`src/rtl/uart_cmd_rx_if.sv`:
```
`default_nettype none
`timescale 1ns/1ps
// ============================================================================
// Module      : uart_cmd_rx_if
// Description : Bundle carrying the serial input and the decoded command
//               outputs of the PC-link receive path.
// Revision    : 1.0 - initial release
// ============================================================================
interface uart_cmd_rx_if;
   logic       rx;
   logic [7:0] rx_byte;
   logic       rx_byte_vld;
   logic       frame_err;
   logic       meas_req;
   logic [9:0] period;
   logic       period_vld;
   logic       cmd_err;

   // Receiver side: consumes the line, produces the decoded controls.
   modport slave (
      input  rx,
      output rx_byte, rx_byte_vld, frame_err, meas_req, period, period_vld, cmd_err
   );

   // Host/observer side: drives the line, consumes the decoded controls.
   modport master (
      output rx,
      input  rx_byte, rx_byte_vld, frame_err, meas_req, period, period_vld, cmd_err
   );
endinterface
`default_nettype wire

```
`src/rtl/uart_cmd_rx.sv`:
```
`default_nettype none
`timescale 1ns/1ps
// ============================================================================
// Module      : uart_cmd_rx
// Description : 8N1 UART receiver plus ASCII command-line decoder. "M<CR>"
//               requests a measurement, "P<1..3 digits><CR>" loads the
//               sample period (100 ms units). LF is ignored everywhere.
// Revision    : 1.0 - initial release
// ============================================================================
module uart_cmd_rx #(
   parameter int         CLK_FREQ       = 50_000_000,
   parameter int         BAUD           = 115200,
   parameter logic [9:0] PERIOD_DEFAULT = 10'd10
) (
   input  wire logic    clk,
   input  wire logic    rst_n,
   uart_cmd_rx_if.slave bus
);

   localparam int BIT_DIV  = CLK_FREQ / BAUD;
   localparam int HALF_DIV = BIT_DIV / 2;
   localparam int CNT_W    = $clog2(BIT_DIV);

   localparam logic [CNT_W-1:0] CNT_LAST = CNT_W'(BIT_DIV - 1);
   localparam logic [CNT_W-1:0] CNT_HALF = CNT_W'(HALF_DIV - 1);

   localparam logic [7:0] CH_LF = 8'h0A;
   localparam logic [7:0] CH_CR = 8'h0D;

   typedef enum logic [2:0] {
      R_IDLE   = 3'd0,
      R_START  = 3'd1,
      R_DATA   = 3'd2,
      R_STOP   = 3'd3,
      R_WAITHI = 3'd4
   } rx_state_t;

   typedef enum logic [1:0] {
      P_IDLE = 2'd0,
      P_M    = 2'd1,
      P_DIG  = 2'd2,
      P_DISC = 2'd3
   } p_state_t;

   // ------------------------------------------------------------------------
   // Line synchronizer and falling-edge detect
   // ------------------------------------------------------------------------
   logic r_sync1, r_sync2, r_sync3;
   logic w_fall;

   // Two flops for metastability, a third to see the previous synchronized level.
   always_ff @(posedge clk or negedge rst_n) begin
      if (!rst_n) begin
         r_sync1 <= 1'b1;
         r_sync2 <= 1'b1;
         r_sync3 <= 1'b1;
      end else begin
         r_sync1 <= bus.rx;
         r_sync2 <= r_sync1;
         r_sync3 <= r_sync2;
      end
   end

   assign w_fall = r_sync3 & ~r_sync2;

   // ------------------------------------------------------------------------
   // Receiver FSM
   // ------------------------------------------------------------------------
   rx_state_t        r_rx_state, w_rx_state_nx;
   logic [CNT_W-1:0] r_cnt, w_cnt_nx;
   logic [2:0]       r_bit_idx, w_bit_idx_nx;
   logic [7:0]       r_shift, w_shift_nx;
   logic [7:0]       r_rx_byte, w_rx_byte_nx;
   logic             r_rx_byte_vld, w_rx_byte_vld_nx;
   logic             r_frame_err, w_frame_err_nx;

   // Receiver state, bit timer, shift register and registered byte outputs.
   always_ff @(posedge clk or negedge rst_n) begin
      if (!rst_n) begin
         r_rx_state    <= R_IDLE;
         r_cnt         <= '0;
         r_bit_idx     <= '0;
         r_shift       <= '0;
         r_rx_byte     <= '0;
         r_rx_byte_vld <= 1'b0;
         r_frame_err   <= 1'b0;
      end else begin
         r_rx_state    <= w_rx_state_nx;
         r_cnt         <= w_cnt_nx;
         r_bit_idx     <= w_bit_idx_nx;
         r_shift       <= w_shift_nx;
         r_rx_byte     <= w_rx_byte_nx;
         r_rx_byte_vld <= w_rx_byte_vld_nx;
         r_frame_err   <= w_frame_err_nx;
      end
   end

   // Bit timing: start bit checked at half period, then one sample per bit period (mid-bit).
   always_comb begin
      w_rx_state_nx    = r_rx_state;
      w_cnt_nx         = r_cnt + 1'b1;
      w_bit_idx_nx     = r_bit_idx;
      w_shift_nx       = r_shift;
      w_rx_byte_nx     = r_rx_byte;
      w_rx_byte_vld_nx = 1'b0;
      w_frame_err_nx   = 1'b0;
      case (r_rx_state)
         R_IDLE: begin
            w_cnt_nx = '0;
            if (w_fall) begin
               w_rx_state_nx = R_START;
            end
         end
         R_START: begin
            if (r_cnt == CNT_HALF) begin
               w_cnt_nx = '0;
               if (r_sync2) begin
                  // Line went back high before mid start bit: a glitch, not a frame.
                  w_rx_state_nx = R_IDLE;
               end else begin
                  w_bit_idx_nx  = '0;
                  w_rx_state_nx = R_DATA;
               end
            end
         end
         R_DATA: begin
            if (r_cnt == CNT_LAST) begin
               w_cnt_nx     = '0;
               w_shift_nx   = {r_sync2, r_shift[7:1]};
               w_bit_idx_nx = r_bit_idx + 3'd1;
               if (r_bit_idx == 3'd7) begin
                  w_rx_state_nx = R_STOP;
               end
            end
         end
         R_STOP: begin
            if (r_cnt == CNT_LAST) begin
               w_cnt_nx = '0;
               if (r_sync2) begin
                  // Leaving at mid stop bit lets a back-to-back start edge be caught.
                  w_rx_byte_nx     = r_shift;
                  w_rx_byte_vld_nx = 1'b1;
                  w_rx_state_nx    = R_IDLE;
               end else begin
                  w_frame_err_nx = 1'b1;
                  w_rx_state_nx  = R_WAITHI;
               end
            end
         end
         R_WAITHI: begin
            w_cnt_nx = '0;
            if (r_sync2) begin
               w_rx_state_nx = R_IDLE;
            end
         end
         default: begin
            w_cnt_nx      = '0;
            w_rx_state_nx = R_IDLE;
         end
      endcase
   end

   // ------------------------------------------------------------------------
   // Command parser FSM
   // ------------------------------------------------------------------------
   p_state_t   r_p_state, w_p_state_nx;
   logic [9:0] r_acc, w_acc_nx;
   logic [1:0] r_dcnt, w_dcnt_nx;
   logic [9:0] r_period, w_period_nx;
   logic       r_period_vld, w_period_vld_nx;
   logic       r_meas_req, w_meas_req_nx;
   logic       r_cmd_err, w_cmd_err_nx;

   logic       w_is_lf, w_is_cr, w_is_m, w_is_p, w_is_digit;
   logic [9:0] w_acc_mac;

   assign w_is_lf    = (r_rx_byte == CH_LF);
   assign w_is_cr    = (r_rx_byte == CH_CR);
   assign w_is_m     = (r_rx_byte == 8'h4D) || (r_rx_byte == 8'h6D);
   assign w_is_p     = (r_rx_byte == 8'h50) || (r_rx_byte == 8'h70);
   assign w_is_digit = (r_rx_byte >= 8'h30) && (r_rx_byte <= 8'h39);

   // acc*10 + digit with shifts; acc is at most 99 here, so the result stays below 1000.
   assign w_acc_mac  = {r_acc[6:0], 3'b000} + {r_acc[8:0], 1'b0} + {6'd0, r_rx_byte[3:0]};

   // Parser state, digit accumulator, period register and its pulse outputs.
   always_ff @(posedge clk or negedge rst_n) begin
      if (!rst_n) begin
         r_p_state    <= P_IDLE;
         r_acc        <= '0;
         r_dcnt       <= '0;
         r_period     <= PERIOD_DEFAULT;
         r_period_vld <= 1'b0;
         r_meas_req   <= 1'b0;
         r_cmd_err    <= 1'b0;
      end else begin
         r_p_state    <= w_p_state_nx;
         r_acc        <= w_acc_nx;
         r_dcnt       <= w_dcnt_nx;
         r_period     <= w_period_nx;
         r_period_vld <= w_period_vld_nx;
         r_meas_req   <= w_meas_req_nx;
         r_cmd_err    <= w_cmd_err_nx;
      end
   end

   // Line decoding; an error sends the line to discard so it reports only once.
   always_comb begin
      w_p_state_nx    = r_p_state;
      w_acc_nx        = r_acc;
      w_dcnt_nx       = r_dcnt;
      w_period_nx     = r_period;
      w_period_vld_nx = 1'b0;
      w_meas_req_nx   = 1'b0;
      w_cmd_err_nx    = 1'b0;
      if (r_frame_err) begin
         if (r_p_state != P_DISC) begin
            w_cmd_err_nx = 1'b1;
            w_p_state_nx = P_DISC;
         end
      end else if (r_rx_byte_vld && !w_is_lf) begin
         case (r_p_state)
            P_IDLE: begin
               if (w_is_m) begin
                  w_p_state_nx = P_M;
               end else if (w_is_p) begin
                  w_acc_nx     = '0;
                  w_dcnt_nx    = '0;
                  w_p_state_nx = P_DIG;
               end else if (!w_is_cr) begin
                  w_cmd_err_nx = 1'b1;
                  w_p_state_nx = P_DISC;
               end
            end
            P_M: begin
               if (w_is_cr) begin
                  w_meas_req_nx = 1'b1;
                  w_p_state_nx  = P_IDLE;
               end else begin
                  w_cmd_err_nx = 1'b1;
                  w_p_state_nx = P_DISC;
               end
            end
            P_DIG: begin
               if (w_is_digit) begin
                  if (r_dcnt != 2'd3) begin
                     w_acc_nx  = w_acc_mac;
                     w_dcnt_nx = r_dcnt + 2'd1;
                  end else begin
                     w_cmd_err_nx = 1'b1;
                     w_p_state_nx = P_DISC;
                  end
               end else if (w_is_cr) begin
                  if ((r_dcnt != 2'd0) && (r_acc != 10'd0)) begin
                     w_period_nx     = r_acc;
                     w_period_vld_nx = 1'b1;
                  end else begin
                     w_cmd_err_nx = 1'b1;
                  end
                  w_p_state_nx = P_IDLE;
               end else begin
                  w_cmd_err_nx = 1'b1;
                  w_p_state_nx = P_DISC;
               end
            end
            P_DISC: begin
               if (w_is_cr) begin
                  w_p_state_nx = P_IDLE;
               end
            end
            default: begin
               w_p_state_nx = P_IDLE;
            end
         endcase
      end
   end

   assign bus.rx_byte     = r_rx_byte;
   assign bus.rx_byte_vld = r_rx_byte_vld;
   assign bus.frame_err   = r_frame_err;
   assign bus.meas_req    = r_meas_req;
   assign bus.period      = r_period;
   assign bus.period_vld  = r_period_vld;
   assign bus.cmd_err     = r_cmd_err;

endmodule
`default_nettype wire

```
`src/flat_wrapper.sv`:
```
// flat-port wrapper written by rule: the top's interface ports become plain ports
module uart_cmd_rx_flat 
#(
   parameter int         CLK_FREQ       = 50_000_000,
   parameter int         BAUD           = 115200,
   parameter logic [9:0] PERIOD_DEFAULT = 10'd10
)
  (clk, rst_n, bus_rx, bus_rx_byte, bus_rx_byte_vld, bus_frame_err, bus_meas_req, bus_period, bus_period_vld, bus_cmd_err);
  uart_cmd_rx_if bus_i ();
  input  wire logic clk;
  input  wire logic rst_n;
  input wire logic [$bits(bus_i.rx)-1:0] bus_rx;
  output wire logic [$bits(bus_i.rx_byte)-1:0] bus_rx_byte;
  output wire logic [$bits(bus_i.rx_byte_vld)-1:0] bus_rx_byte_vld;
  output wire logic [$bits(bus_i.frame_err)-1:0] bus_frame_err;
  output wire logic [$bits(bus_i.meas_req)-1:0] bus_meas_req;
  output wire logic [$bits(bus_i.period)-1:0] bus_period;
  output wire logic [$bits(bus_i.period_vld)-1:0] bus_period_vld;
  output wire logic [$bits(bus_i.cmd_err)-1:0] bus_cmd_err;
  assign bus_i.rx = bus_rx;
  assign bus_rx_byte = bus_i.rx_byte;
  assign bus_rx_byte_vld = bus_i.rx_byte_vld;
  assign bus_frame_err = bus_i.frame_err;
  assign bus_meas_req = bus_i.meas_req;
  assign bus_period = bus_i.period;
  assign bus_period_vld = bus_i.period_vld;
  assign bus_cmd_err = bus_i.cmd_err;
  uart_cmd_rx #(.CLK_FREQ(CLK_FREQ), .BAUD(BAUD), .PERIOD_DEFAULT(PERIOD_DEFAULT)) u_core (.clk(clk), .rst_n(rst_n), .bus(bus_i));
endmodule
```
`config.mk`:
```
export PLATFORM = sky130hd
export DESIGN_NAME = uart_cmd_rx_flat
export DESIGN_NICKNAME = d
export VERILOG_FILES = /design/src/rtl/uart_cmd_rx_if.sv /design/src/rtl/uart_cmd_rx.sv /design/src/flat_wrapper.sv
export SDC_FILE = /design/constraint.sdc
export NUM_CORES = 1
export LEC_CHECK = 0
export ABC_AREA = 1
export CAP_MARGIN = 20
export CORE_MARGIN = 3
export CORE_UTILIZATION = 40
export CTS_CLUSTER_SIZE = 10
export DETAILED_ROUTE_END_ITERATION = 12
export PLACE_DENSITY_LB_ADDON = 0.12
export SLEW_MARGIN = 20
export SYNTH_ARGS = -nofsm -noshare
export SYNTH_HDL_FRONTEND = slang
export SYNTH_SLANG_ARGS = --single-unit
```
`constraint.sdc`:
```
create_clock -name clk -period 2.1 [get_ports clk]
set_input_delay 0.42 -clock clk [delete_from_list [all_inputs] [get_ports clk]]
set_output_delay 0.42 -clock clk [all_outputs]
set_load 0.01 [all_outputs]
```
==> reports/qor.yml, run 1 <==
synth_edf_count: 0
end_kind: "register"
antennaDiodeCount: 0
worstPathRequired_ns: 2.33
stdcell_count: 579
io_pins: 26
insertion_delay_ns: 0.34
ys_seq_elements: 63
worst_setup_path_start_kind: "register"
mostFrequentLayoutCells: "130 x nand2_1, 57 x dfrtp_1, 49 x inv_1"
syn_nets: 451
antenna_found_initial: 0
final_util_pct: 50.3
leakagePower_nw: 2.11
final_layout_size_suffix_gt1_share_pct: 14.3
worstMarginPinSlew_ns: 0.351
io_buffers: 25
status: "completed"
grt_use_total_pct: 15.1
placeableCoreArea_mm2: 0.00834
post-place-ws_ns: 0.0249
cts-root-buf: "clkbuf_8"
cts.sinks: 63
wire_per_inst_um: 12.0
place_congestion: 0.767
netlist_area_mm2: 0.00348
arrival_ns: 2.24
whs_ns: 0.0832
clk_path_buf_depth: 2
cts_buffers: 9
maxCapViolations: 0
clock_skew_ns: 0.0108
syn2layout_area_growth_pct: 20.4
vias_per_cell: 4.77
ys_types: 38
relSlewSlack_pct: 76.5
wl_um: 6940
fin_nets: 495
fin_tns_setup_ns: 0
grt_max_degree: 64
cts_max_level: 3
grt_pass1_vias: 2719
clkTransAtPathRegs_ns: 0.08
min_period_over_period_pct: 95.9
row_count: 33
dp_hpwl_um: 4970
dieHeight_um: 99.3
final_common_cell: "nand2_1"
path_class: "reg2reg"
finalHoldViolCount: 0
fin_crit_ns: 2.01
grt_pass1_wl_um: 12300
min_path_type: "in2async"
synth_ff_type: "dfrtp_1"
drtIter0Drc: 127
ys_async_sr_fraction_pct: 100
die_w_um: 99.3
syn_avg_cell_area_um2: 8.20
drc: 0
cp_max_fo: 4
die_area_mm2: 0.00986
ir_drop_uv: 509
initial_core_util_pct: 41.8
vias: 2763
achievable-frequency_ghz: 0.496
finalSetupViolations: 0
synth_cells: 425
powerDensity_mw_per_mm2: 693
dp.cells: 559
yosysSeqAreaShare_pct: 45.4
gr-total-overflow: 0
tritoncts: "yes"
fin_ws_ns: 0.0855
drv_slew: 0
yosys_warnings: 0
ant_nets: 0
first_pass_iters: 6
## timing repair
| item | CTS | global route |
|---|---|---|
| gates resized for setup | 0 | 4 |
| setup endpoints to repair | 0 | 2 |
| buffers inserted | 0 | 4 |
| hold buffers | 0 | 0 |
## through the flow
step	power, W	cell area, um^2
after global routing	0.00307	4190
after detailed placement	0.00173	3910
after floorplan	0.00162	3490
after CTS	0.00295	4140
after global placement	0.00173	3910
final	0.00291	4190
## synthesized netlist by cell type (6+ instances only)
cell     instances  area share (%)
inv_2            7            0.75
a21oi_1          6            0.86
inv_1           50             5.4
nand4_1         13             2.3
xor2_1           6             1.5
nor2_1          33             3.6
o21ai_1         10             1.4
nand2_1        130              14
o21ai_0         17             2.4
ha_1            21             7.5
nand3_1         26             3.7
dfrtp_1         58              42
## metal layers
layer | global-route usage [%] | vias up | routed length (um)
met5 | 0 | - | 0
met4 | 5.99 | 0 | 98
met3 | 2.95 | 11 | 260
met2 | 23.3 | 52 | 3150
met1 | 21.0 | 1254 | 3430
li1 | - | 1446 | -
## where the power goes
part / switching [W] / internal [W]
sequential: 0.0000587 / 0.00126
combinational: 0.000259 / 0.000123
clock: 0.000495 / 0.000706
## worst paths after layout
check	depth (start not counted)	to	from	slack, ns
max	12	u_core.r_acc[8]	u_core.r_acc[2]	0.09
min	2	u_core.bus.period[7]	rst_n	0.08
max reg2reg	12	u_core.r_acc[8]	u_core.r_acc[2]	0.09
min reg2reg	0	u_core.r_sync2	u_core.r_sync1	0.36
max in group asynchronous	2	u_core.r_sync3	rst_n	1.69
min in group clk	0	u_core.r_sync2	u_core.r_sync1	0.36
## critical path: stages, from the launching register on
cell and delay (ns):
dfrtp_1 0.40, buf_4 0.14, buf_4 0.14, ha_1 0.32, ha_4 0.28, a21oi_1 0.07
or2_2 0.29, nand3_1 0.07, nand2_1 0.05, nand2_1 0.05, inv_1 0.03, nand2_1 0.04
nand2_1 0.04
## logic make-up (layout without fill, tap and decap cells)
group,count (synthesis),in the layout,share of synthesized area (%)
compound gates,39,39,6.14
xor+xnor,10,10,2.51
fa+ha+maj,23,23,8.69
buf+inv,61,110,6.97
flops,63,63,45.4
simple gates,229,229,30.2
## final cells by class
| cell class | count | area [um^2] |
|---|---|---|
| Multi-Input combinational cell | 301 | 1690 |
| Fill cell | 792 | 4150 |
| Tap cell | 105 | 131 |
| Sequential cell | 63 | 1580 |
| Timing Repair Buffer | 37 | 348 |
| Clock inverter | 6 | 93.8 |
| Clock buffer | 10 | 138 |
| Inverter | 57 | 214 |
## sequential cells by signal (all words and copies together), names as in the netlist, 3 cells and up
signal and count:
u_core.bus.period 10, u_core.r_acc 10, u_core.r_cnt 9, u_core.bus.rx_byte 8
u_core.r_shift 8, u_core.r_bit_idx 3, u_core.r_rx_state 3
No activity file was read; power rests on OpenSTA's default activity.
==> inputs of run 2 (changes only) <==
--- a/config.mk
+++ b/config.mk
@@ -9,8 +9,9 @@
 export CAP_MARGIN = 20
 export CORE_MARGIN = 3
-export CORE_UTILIZATION = 40
+export CORE_UTILIZATION = 45
 export CTS_CLUSTER_SIZE = 10
 export DETAILED_ROUTE_END_ITERATION = 12
 export PLACE_DENSITY_LB_ADDON = 0.12
+export RECOVER_POWER = 25
 export SLEW_MARGIN = 20
 export SYNTH_ARGS = -nofsm -noshare
==> constraint.sdc (replaced) <==
create_clock -name clk -period 2.1 [get_ports clk]
set_input_delay 0.315 -clock clk [delete_from_list [all_inputs] [get_ports clk]]
set_output_delay 0.315 -clock clk [all_outputs]
set_load 0.01 [all_outputs]
==> run 2 against run 1 <==
Combinational power hardly changed; cell area is 1.6% lower; non-clock buffer count is 3 lower; core utilization is 5.7 points higher; clock power is 11% lower; critical path type unchanged; routed wire length is 5.2% lower; sequential share of layout area is 0.61 points higher.
==> reports/qor.yml, run 2 (same netlist as run 1, synthesis figures left out) <==
status: "completed"
grt_pass1_wl_um: 11500  # -6.6%
io_buffers: 25  # unchanged
clk_path_buf_depth: 2  # unchanged
tritoncts: "yes"
ir_drop_uv: 653  # +28%
slowest_delay_ns: 0.51  # +0.11 ns
insertion_delay_ns: 0.34  # about the same
multi_input_area_mm2: 0.00169  # +0.15%
min_period_over_period_pct: 97.1  # +1.1 points
end_kind: "register"
die_area_mm2: 0.00883  # -10%
clkTransAtPathRegs_ns: 0.08  # about the same
cp_max_fo: 3  # -1
powerDensity_mw_per_mm2: 672  # -3.0%
drtIter0Drc: 140  # +10%
final_util_pct: 56.0  # +5.7 points
place_area_mm2: 0.00388  # -0.58%
cts-root-buf: "clkbuf_8"
dp_hpwl_um: 4770  # -4.1%
arrival_ns: 2.25  # about the same
grt_setup_unrepaired: "yes"
cp_top_family: "adder cells"
antenna_found_initial: 0  # unchanged
worstPathRequired_ns: 2.32  # about the same
final_common_cell: "nand2_1"
achievable-frequency_ghz: 0.491  # -1.2%
relSlewSlack_pct: 11.6  # -65 points
drv_slew: 0  # unchanged
worstMarginPinSlew_ns: 1.33  # +0.976 ns
row_count: 31  # -6.1%
path_class: "reg2reg"
first_pass_iters: 5  # -1
io_pins: 26  # unchanged
initial_core_util_pct: 47.3  # +5.5 points
gr-total-overflow: 0  # unchanged
fillers: 690  # -13%
drc: 0  # unchanged
grt_use_total_pct: 16.3  # +1.2 points
slowest_stage: "fa_1"
finalSetupViolations: 0  # unchanged
path_cells: "fa_1, buf_4, ha_1, nand3_1, nand3_2, nand2_2, nand3b_1, nand4_1, o21ai_0"
place_congestion: 0.824  # +7.4%
vias_per_cell: 4.80  # +0.59%
whs_ns: 0.365  # +0.282 ns
antennaDiodeCount: 0  # unchanged
cts.sinks: 63  # unchanged
dieHeight_um: 94.0  # -5.4%
placeableCoreArea_mm2: 0.00737  # -12%
cts_buffers: 9  # unchanged
regArea_mm2: 0.00158  # unchanged
fin_nets: 492  # -0.61%
cp.buffers_inverters: 1  # -2
maxCapViolations: 0  # unchanged
mostFrequentLayoutCells: "128 x nand2_1, 57 x dfrtp_1, 48 x inv_1"
leakagePower_nw: 2.09  # -1.2%
finalHoldViolCount: 0  # unchanged
cts_max_level: 3  # unchanged
fin_area_mm2: 0.00413  # -1.6%
p_total_w: 0.00278  # -4.5%
worst_setup_path_start_kind: "register"
ant_nets: 0  # unchanged
clock_skew_ns: 0.00948  # -0.00130 ns
grt_pass1_vias: 2523  # -7.2%
min_path_type: "reg2reg"
final_layout_size_suffix_gt1_share_pct: 14.2  # -0.12 points
fin_crit_ns: 2.04  # +0.0237 ns
wire_per_inst_um: 11.5  # -3.7%
die_w_um: 94.0  # -5.4%
wl_um: 6570  # -5.2%
syn2layout_area_growth_pct: 18.5
vias: 2736  # -0.98%
grt_max_degree: 64  # unchanged
==> run 2: cell types whose count changed in the layout (fill, tap and decap cells not counted), sizes merged <==
cell / previous run / this run
dlygate4sd3: 0 / 2
bufinv: 2 / 1
clkbuf: 10 / 9
buf: 13 / 9
inv: 57 / 59
clkdlybuf4s50: 24 / 23
==> run 2: final timing paths <==
check                      slack [ns]  depth (start not counted)                     to                  start
max reg2reg                      0.06                          9        u_core.r_acc[7]  u_core.bus.rx_byte[3]
min reg2reg                      0.37                          0         u_core.r_sync2         u_core.r_sync1
min                              0.37                          0         u_core.r_sync2         u_core.r_sync1
min in group asynchronous        0.90                          3  u_core.bus.period_vld                  rst_n
max                              0.06                          9        u_core.r_acc[7]  u_core.bus.rx_byte[3]
max in group asynchronous        0.31                          3  u_core.bus.rx_byte[3]                  rst_n
==> run 2: area by class of cell <==
class	instances	share of cell area, %
clock buffer	9	3.00
sequential	63	38.4
multi-input combinational	301	40.9
inverter	57	5.18
clock inverter	7	1.97
timing repair buffer	34	7.58
tap	99	3.00
==> run 2: repair_timing <==
item / 4_1_cts / 5_1_grt
setup buffers: 1 / 1
hold endpoints to repair: 58 / 0
pin swaps: 2 / 6
gates resized for setup: 0 / 9
setup endpoints to repair: 1 / 4
hold buffers: 1 / 0
==> run 2: power breakdown <==
part / internal, W / switching, W / leakage, nW
Sequential: 0.00126 / 0.0000588 / 0.855
Clock: 0.000562 / 0.000510 / 0.100
Combinational: 0.000121 / 0.000260 / 1.13
==> run 2: through the flow <==
step	setup TNS [ns]	setup slack (ns)	std cells
after floorplan	0	0.0398	425
after global placement	0	0.0503	551
after detailed placement	0	0.00974	551
after CTS	0	0.0569	569
after global routing	-0.262	-0.0636	570
final	0	0.0618	570
==> run 2: worst register-to-register path: stages, from the launching register on <==
cell and delay (ns):
dfrtp_2 0.42, fa_1 0.52, buf_4 0.15, ha_1 0.28, nand3_1 0.10, nand3_2 0.11
nand2_2 0.10, nand3b_1 0.08, nand4_1 0.09, o21ai_0 0.08
==> run 2: per-layer routing <==
layer  vias up  routed length, um  GRT usage, %
met5         -                  0             0
met4         0                103          7.22
met3         9                181          2.88
met2        43               2990          25.0
met1      1239               3300          22.7
li1       1445                  -             -
==> inputs of run 3 (changes only) <==
- MAX_ROUTING_LAYER: unset -> met4
==> run 3 against run 2 <==
Power increased by 0.26%; setup slack about the same; core utilization unchanged; clock skew about the same; sequential cell count unchanged; die area unchanged; routed wire length increased by 0.71%; combinational power about the same; critical path depth unchanged.
==> reports/qor.yml, run 3 (same netlist as run 1, synthesis figures left out) <==
leakagePower_nw: 2.09  # unchanged
ant_nets: 0  # unchanged
wl_um: 6620  # +0.71%
grt_setup_unrepaired: "yes"
vias: 2737  # +0.037%
final_layout_size_suffix_gt1_share_pct: 14.2  # unchanged
io_buffers: 25  # unchanged
die_w_um: 94.0  # unchanged
wire_per_inst_um: 11.6  # +0.71%
min_period_over_period_pct: 97.1  # about the same
grt_max_degree: 64  # unchanged
tritoncts: "yes"
worstPathRequired_ns: 2.32  # about the same
final_util_pct: 56.0  # unchanged
dieHeight_um: 94.0  # unchanged
end_kind: "register"
maxCapViolations: 0  # unchanged
grt_use_total_pct: 16.8  # +0.43 points
row_count: 31  # unchanged
fillers: 690  # unchanged
fin_nets: 492  # unchanged
final_common_cell: "nand2_1"
drv_slew: 0  # unchanged
finalSetupViolations: 0  # unchanged
finalHoldViolCount: 0  # unchanged
grt_pass1_wl_um: 11400  # -0.12%
worstMarginPinSlew_ns: 1.32  # -0.00847 ns
cts_max_level: 3  # unchanged
grtUsageMet3_pct: 2.88  # unchanged
busiest_layer: "met2"
initial_core_util_pct: 47.3  # unchanged
vias_per_cell: 4.80  # about the same
cts.sinks: 63  # unchanged
dp_hpwl_um: 4770  # unchanged
p_total_w: 0.00278  # +0.26%
cp_max_fo: 3  # unchanged
ir_drop_uv: 653  # about the same
met2_usage_pct: 25.0  # unchanged
io_pins: 26  # unchanged
relSlewSlack_pct: 12.1  # +0.56 points
cts-root-buf: "clkbuf_8"
min_path_type: "reg2reg"
grt_pass1_vias: 2524  # +0.040%
place_area_mm2: 0.00388  # unchanged
place_congestion: 0.836  # +1.5%
achievable-frequency_ghz: 0.491  # about the same
clkTransAtPathRegs_ns: 0.08  # about the same
drtIter0Drc: 139  # -0.71%
clock_skew_ns: 0.00913  # -0.000350 ns
die_area_mm2: 0.00883  # unchanged
fin_area_mm2: 0.00413  # unchanged
clk_path_buf_depth: 2  # unchanged
powerDensity_mw_per_mm2: 674  # +0.26%
path_class: "reg2reg"
antenna_found_initial: 0  # unchanged
insertion_delay_ns: 0.34  # about the same
syn2layout_area_growth_pct: 18.5  # unchanged
fin_crit_ns: 2.04  # -0.000178 ns
grt_use_met1_pct: 22.6  # -0.051 points
fin_tns_setup_ns: 0  # unchanged
mostFrequentLayoutCells: "128 x nand2_1, 57 x dfrtp_1, 48 x inv_1"
status: "completed"
worst_setup_path_start_kind: "register"
gr-total-overflow: 0  # unchanged
arrival_ns: 2.26  # about the same
antennaDiodeCount: 0  # unchanged
first_pass_iters: 4  # -1
placeableCoreArea_mm2: 0.00737  # unchanged
drc: 0  # unchanged
cts_buffers: 9  # unchanged
run 3: routing by layer:
layer / up-vias / share of wire [%]
met1: 1240 / 51
li1: 1447 / -
met4: 0 / 0.89
met3: 10 / 2.9
met5: - / 0
met2: 40 / 45
run 3: worst paths after layout:
kind | cells past startpoint | slack (ns) | start | to
min in group asynchronous | 3 | 0.90 | rst_n | u_core.bus.period_vld
worst min register to register | 0 | 0.37 | u_core.r_sync1 | u_core.r_sync2
worst max-delay path | 9 | 0.06 | u_core.bus.rx_byte[3] | u_core.r_acc[7]
worst min-delay path | 0 | 0.37 | u_core.r_sync1 | u_core.r_sync2
worst max register to register | 9 | 0.06 | u_core.bus.rx_byte[3] | u_core.r_acc[7]
max in group asynchronous | 3 | 0.32 | rst_n | u_core.bus.rx_byte[3]
run 3: layout make-up:
class	instances	area, um^2	share of cell area [%]
clock inverters	7	81.3	1.97
well taps	99	124	3.00
inverters	57	214	5.18
flip-flops and latches	63	1580	38.4
repair buffers	34	313	7.58
multi-input cells	301	1690	40.9
clock buffers	9	124	3.00
run 3: stage by stage:
| stage | std cells | hold slack (ns) | setup slack, ns |
|---|---|---|---|
| 2_1_floorplan | 425 | 0.0194 | 0.0398 |
| 3_3_place_gp | 551 | 0.347 | 0.0503 |
| 3_5_place_dp | 551 | 0.349 | 0.00974 |
| 4_1_cts | 569 | 0.350 | 0.0569 |
| 5_1_grt | 570 | 0.373 | -0.0636 |
| 6_report | 570 | 0.365 | 0.0619 |
run 3: worst max-delay path, stage by stage, from the launching register on:
cell	delay (ns)
dfrtp_2	0.42
fa_1	0.51
buf_4	0.15
ha_1	0.28
nand3_1	0.10
nand3_2	0.11
nand2_2	0.10
nand3b_1	0.08
nand4_1	0.09
o21ai_0	0.08
run 3: repair_timing:
action,in CTS,in global routing
endpoints found under the setup margin,1,4
endpoints found under the hold margin,58,0
resized for setup,0,9
hold buffers,1,0
buffers inserted,1,1
pin swaps,2,6
run 3: power by group:
group | switching (W) | internal (W)
Sequential | 0.0000593 | 0.00126
Combinational | 0.000260 | 0.000121
Clock | 0.000517 | 0.000562
Total | 0.000836 | 0.00195
